--- config.mk ---
export PLATFORM = sky130hd
export DESIGN_NAME = edge_rate_scheduler
export DESIGN_NICKNAME = d
export VERILOG_FILES = /design/src/rtl/edge_sched_pkg.sv /design/src/rtl/edge_window_counter.sv /design/src/rtl/edge_rate_scheduler.sv
export SDC_FILE = /design/constraint.sdc
export NUM_CORES = 1
export LEC_CHECK = 0
export BUFFER_PORTS_ARGS = -buffer_cell sky130_fd_sc_hd__buf_2
export CELL_PAD_IN_SITES_DETAIL_PLACEMENT = 0
export CELL_PAD_IN_SITES_GLOBAL_PLACEMENT = 1
export CORE_AREA = 10 10 65 67
export DETAILED_ROUTE_END_ITERATION = 6
export DIE_AREA = 0 0 75 77
export PLACE_DENSITY = 0.82
export SYNTH_ARGS = -nofsm -noshare
export SYNTH_HDL_FRONTEND = slang
export SYNTH_SLANG_ARGS = --single-unit
--- constraint.sdc ---
create_clock -name clk -period 3.76 [get_ports clk]
set_clock_uncertainty 0.2 [all_clocks]
set_input_delay 0.564 -clock clk [delete_from_list [all_inputs] [get_ports clk]]
set_output_delay 0.564 -clock clk [all_outputs]
set_load 0.02 [all_outputs]
--- src/rtl/edge_sched_pkg.sv ---
// Shared definitions for the edge_rate_scheduler slice.
//   state_e     : scheduler FSM states
//   win_timer_w : width of a timer that counts 0 .. cycles-1 (minimum 1 bit)
package edge_sched_pkg;

  typedef enum logic [2:0] {
    IDLE,
    SELECT,
    ARM,
    COUNT,
    REPORT
  } state_e;

  function automatic int unsigned win_timer_w(input int unsigned cycles);
    return (cycles > 1) ? $clog2(cycles) : 1;
  endfunction

endpackage

--- src/rtl/edge_window_counter.sv ---
// Rising-edge counter for one time-shared input.
//   clk, resetn  : clock, synchronous active-low reset
//   arm_i        : clear count/sat flag, capture the current level as "previous"
//   count_en_i   : count rising edges of s_i this cycle
//   s_i          : selected edge input
//   count_o      : saturating edge count
//   sat_hit_o    : an edge arrived while count_o was already saturated
module edge_window_counter #(
  parameter int unsigned CNT_W = 8
) (
  input  logic             clk,
  input  logic             resetn,
  input  logic             arm_i,
  input  logic             count_en_i,
  input  logic             s_i,
  output logic [CNT_W-1:0] count_o,
  output logic             sat_hit_o
);

  logic             prev_q, prev_d;
  logic [CNT_W-1:0] cnt_q, cnt_d;
  logic             sat_q, sat_d;
  logic             rise;

  always_comb begin
    prev_d = prev_q;
    cnt_d  = cnt_q;
    sat_d  = sat_q;
    rise   = s_i & ~prev_q;
    if (arm_i) begin
      // capturing the level here means a line already high at mux switch is no edge
      prev_d = s_i;
      cnt_d  = '0;
      sat_d  = 1'b0;
    end else if (count_en_i) begin
      prev_d = s_i;
      if (rise) begin
        if (cnt_q == '1) sat_d = 1'b1;
        else             cnt_d = cnt_q + 1'b1;
      end
    end
  end

  always_ff @(posedge clk) begin
    if (!resetn) begin
      prev_q <= 1'b0;
      cnt_q  <= '0;
      sat_q  <= 1'b0;
    end else begin
      prev_q <= prev_d;
      cnt_q  <= cnt_d;
      sat_q  <= sat_d;
    end
  end

  assign count_o   = cnt_q;
  assign sat_hit_o = sat_q;

endmodule

--- src/rtl/edge_rate_scheduler.sv ---
// Round-robin rising-edge rate scheduler: one counting datapath shared across
// NUM_CH inputs, one (channel, count) result per WINDOW_CYCLES-clock window.
//   clk, resetn : clock, synchronous active-low reset
//   enable      : run request
//   ch_mask     : channels taking part in the rotation (sampled in SELECT only)
//   s_in        : edge inputs, already synchronous to clk
//   res_valid / res_ready / res_ch / res_count : result stream
//   busy        : high in every state except IDLE
//   res_ovf     : present only when EDGE_SCHED_OVF_EN is defined; an edge hit
//                 a saturated count during the reported window
module edge_rate_scheduler #(
  parameter  int unsigned NUM_CH        = 4,
  parameter  int unsigned WINDOW_CYCLES = 256,
  parameter  int unsigned CNT_W         = 8,
  localparam int unsigned CH_W          = $clog2(NUM_CH)
) (
  input  logic              clk,
  input  logic              resetn,
  input  logic              enable,
  input  logic [NUM_CH-1:0] ch_mask,
  input  logic [NUM_CH-1:0] s_in,
  output logic              res_valid,
  input  logic              res_ready,
  output logic [CH_W-1:0]   res_ch,
  output logic [CNT_W-1:0]  res_count,
  output logic              busy
`ifdef EDGE_SCHED_OVF_EN
  ,
  output logic              res_ovf
`endif
);

  import edge_sched_pkg::*;

  localparam int unsigned TW = win_timer_w(WINDOW_CYCLES);
  localparam logic [TW-1:0] TMAX = TW'(WINDOW_CYCLES - 1);

  state_e          state_q, state_d;
  logic [CH_W-1:0] last_ch_q, last_ch_d;
  logic [CH_W-1:0] cur_ch_q, cur_ch_d;
  logic [TW-1:0]   timer_q, timer_d;

  logic            sel_found;
  logic [CH_W-1:0] sel_ch;
  logic [CH_W:0]   cand;
  logic            sat_hit;

  // First set mask bit strictly after last_ch, wrapping around.
  always_comb begin
    sel_found = 1'b0;
    sel_ch    = last_ch_q;
    cand      = '0;
    for (int unsigned k = 1; k <= NUM_CH; k++) begin
      cand = {1'b0, last_ch_q} + (CH_W+1)'(k);
      if (cand >= (CH_W+1)'(NUM_CH)) cand = cand - (CH_W+1)'(NUM_CH);
      if (!sel_found && ch_mask[cand[CH_W-1:0]]) begin
        sel_found = 1'b1;
        sel_ch    = cand[CH_W-1:0];
      end
    end
  end

  always_comb begin
    state_d   = state_q;
    last_ch_d = last_ch_q;
    cur_ch_d  = cur_ch_q;
    timer_d   = timer_q;
    unique case (state_q)
      IDLE: begin
        if (enable && (ch_mask != '0)) state_d = SELECT;
      end
      SELECT: begin
        if (sel_found) begin
          cur_ch_d = sel_ch;
          state_d  = ARM;
        end else begin
          state_d  = IDLE;
        end
      end
      ARM: begin
        timer_d = '0;
        state_d = COUNT;
      end
      COUNT: begin
        if (timer_q == TMAX) state_d = REPORT;
        else                 timer_d = timer_q + 1'b1;
      end
      REPORT: begin
        if (res_ready) begin
          last_ch_d = cur_ch_q;
          state_d   = (enable && (ch_mask != '0)) ? SELECT : IDLE;
        end
      end
      default: state_d = IDLE;
    endcase
  end

  always_ff @(posedge clk) begin
    if (!resetn) begin
      state_q   <= IDLE;
      last_ch_q <= CH_W'(NUM_CH - 1);
      cur_ch_q  <= '0;
      timer_q   <= '0;
    end else begin
      state_q   <= state_d;
      last_ch_q <= last_ch_d;
      cur_ch_q  <= cur_ch_d;
      timer_q   <= timer_d;
    end
  end

  // The counter register is only touched in ARM/COUNT, so it doubles as the
  // held result register throughout REPORT.
  edge_window_counter #(.CNT_W(CNT_W)) u_cnt (
    .clk        (clk),
    .resetn     (resetn),
    .arm_i      (state_q == ARM),
    .count_en_i (state_q == COUNT),
    .s_i        (s_in[cur_ch_q]),
    .count_o    (res_count),
    .sat_hit_o  (sat_hit)
  );

  assign res_valid = (state_q == REPORT);
  assign res_ch    = cur_ch_q;
  assign busy      = (state_q != IDLE);

`ifdef EDGE_SCHED_OVF_EN
  assign res_ovf = sat_hit;
`else
  logic unused_sat_hit;
  assign unused_sat_hit = sat_hit;
`endif

endmodule
==> metrics <==
Filler Cell Count 294; Die H 77 um; worst-path fanout max 11; largest net degree at the start of global routing 15; kind of critical path reg -> reg; worst min-delay path class in -> reg; final wirelength 2.76 mm; HPWL after detailed placement 2.08 mm; Critical Path RT 3.83 ns; first drt pass iteration count 4; clock transition at the registers of the reported paths 0.14 ns; GRT Util Overall 0.104; DP Area 1380 um^2; outcome finished, final reports clean; Power, Total 0.652 mW; clk buf depth 2; Vias/cell 5.73; sequential area share after synthesis 0.386; Final WS setup 1.50 ns; fraction of layout cells with a size suffix above 1 0.192; effective utilization at floorplan 0.418; Inserted Clock Buffers 3; Yosys cell types 38; Place WS 1.55 ns; Hold Fails Final Rpt 0; fin crit share 0.602; Clock Latency Late Sink 0.33 ns; R2R depth 5; Finished Layout Cells 200; core area 2980 um^2; I/O Pins 24; Hold Crit Depth 2; CP arrival 2.33 ns; Layout Nets 182; vias in the first global route 1,067; PD cells 454 nW/um^2; PostCTS Resize Cnt 0; RSZ-0062 raised after global routing no; ANT cells 0; CP startpoint kind flip-flop; Antenna Nets Post-Route 0; hold buffer count at cts 0; worst slew pin tran 1.07 ns; Die Wd 75 um; Async SR Flop Fraction 0; Final Wtd Congestion 0.810; vias 1,146; flops & latches, synth 24; TritonCTS clock tree built; Post-synth EDFFs 0; remaining routing DRC violations 0; syn nets 157; first-pass GRT wire length 4.93 mm; Design Area, Final 1440 um^2; drt wl/cell 13.8 um; initial antenna violation count 0; Yosys warnings 0; CTS H-tree depth 1; port bufs 23; Final setup viols 0; Iteration-0 DRC Markers 57; total grt overflow 0; Rel. slew slack 0.283; main flop type after synthesis dfxtp_1; Avg Cell Area, Syn 8.71 um^2; area growth from synthesis to layout 15.3%; placed cells 196; max_cap viols 0; LEAKAGE 0.568 nW; Synth Instances 143; row count 20; CTS root buffer clkbuf_4; CP endpoint kind flip-flop; post-CTS setup buffers 0; Netlist Area Pre-Place 1240 um^2; Peak VDD IR 0.000226 V; final setup TNS 0 ns; Max Slew Vio Count 0; CTS sink cnt 24; Max Fclk 442 MHz; min Tclk post-route 2.26 ns; DIE AREA 5780 um^2
==> registers in the layout, summed over array words and instances, names as in the netlist <==
signal         count
last_ch_q          2
res_ch             2
state_q            3
timer_q            8
u_cnt.count_o      8
u_cnt.prev_q       1
==> critical path: stages, from the launching register on <==
cell and delay, ns:
dfxtp_1 0.39, ha_1 0.23, nand3_1 0.13, o31ai_1 0.87
o21ai_0 0.22, a21oi_1 0.16
==> routing by layer <==
| layer | vias to the layer above | share of wire | GRT usage |
|---|---|---|---|
| li1 | 588 | - | - |
| met1 | 536 | 0.47 | 0.136 |
| met2 | 17 | 0.48 | 0.156 |
| met3 | 5 | 0.033 | 0.0257 |
| met4 | 0 | 0.018 | 0.0455 |
| met5 | - | 0 | 0 |
==> worst paths after layout <==
path | from | to | slack (ns)
hold reg to reg | timer_q[6]$_SDFFE_PN0P_ | timer_q[6]$_SDFFE_PN0P_ | 0.30
hold / removal | resetn | last_ch_q[1]$_SDFFE_PN1P_ | 0.30
setup / recovery | timer_q[0]$_SDFFE_PN0P_ | timer_q[3]$_SDFFE_PN0P_ | 1.50
setup reg to reg | timer_q[0]$_SDFFE_PN0P_ | timer_q[3]$_SDFFE_PN0P_ | 1.50
==> placed cells by master (no fill, tap or decap), drive strengths merged, types with 2 or more instances in the layout <==
master | synthesis | layout
buf | 1 | 23
nor3b | 3 | 3
o211ai | 3 | 3
and3 | 3 | 3
or3 | 4 | 4
o22ai | 2 | 2
nor2 | 8 | 8
nand2b | 3 | 3
nor2b | 6 | 6
clkbuf | 2 | 3
nand2 | 11 | 11
dfxtp | 24 | 24
inv | 7 | 7
nand4 | 3 | 3
nand3 | 5 | 5
and2 | 3 | 3
o31ai | 5 | 5
a21oi | 13 | 13
mux2i | 4 | 4
xor2 | 3 | 3
a21boi | 2 | 2
o21ai | 6 | 6
ha | 2 | 2
or4 | 5 | 5
a211oi | 2 | 2
==> where the power goes <==
part           total, mW  internal (mW)  switching, mW  leakage (nW)
logic              0.161         0.0666         0.0945         0.346
clock network      0.192          0.108         0.0840        0.0279
registers          0.299          0.274         0.0247         0.194
==> kinds of logic (layout without fill, tap and decap cells) <==
family | after synthesis | in the layout | share of synthesized area
simple gates | 59 | 59 | 0.272
compound gates | 40 | 40 | 0.214
flops | 24 | 24 | 0.386
buf+inv | 10 | 34 | 0.0362
mux | 5 | 5 | 0.0503
xor+xnor | 3 | 3 | 0.0211
fa+ha+maj | 2 | 2 | 0.0201
==> cell type report <==
cell class | count | area (um^2) | share of cell area
inverter | 7 | 26.3 | 0.0183
timing repair buffer | 23 | 115 | 0.0802
clock inverter | 1 | 30.0 | 0.0209
tap | 33 | 41.3 | 0.0288
multi-input combinational | 109 | 719 | 0.501
clock buffer | 3 | 22.5 | 0.0157
sequential | 24 | 480 | 0.335
==> synthesized netlist by cell type (2+ instances only) <==
cell | instances | area [um^2]
dfxtp_1 | 24 | 480
a21oi_1 | 13 | 65.1
nand2_1 | 11 | 41.3
nor2_1 | 8 | 30.0
inv_1 | 7 | 26.3
nor2b_1 | 6 | 37.5
o21ai_0 | 6 | 30.0
nand3_1 | 5 | 25.0
o31ai_1 | 5 | 37.5
or4_1 | 5 | 37.5
mux2i_1 | 4 | 40.0
or3_1 | 4 | 25.0
and2_1 | 3 | 18.8
and3_1 | 3 | 18.8
nand2b_1 | 3 | 18.8
nand4_1 | 3 | 18.8
nor3b_1 | 3 | 22.5
o211ai_1 | 3 | 22.5
xor2_1 | 3 | 26.3
a211oi_1 | 2 | 15.0
a21boi_1 | 2 | 15.0
clkbuf_1 | 2 | 7.51
ha_1 | 2 | 25.0
o22ai_1 | 2 | 12.5
==> per-stage QoR <==
stage / util / hold WS (ns)
final: 0.482 / 0.302
after global routing: 0.482 / 0.310
after CTS: 0.482 / 0.296
after detailed placement: 0.464 / 0.286
after global placement: 0.464 / 0.266
after floorplan: - / 0.252
No activity file was read; power rests on OpenSTA's default activity.
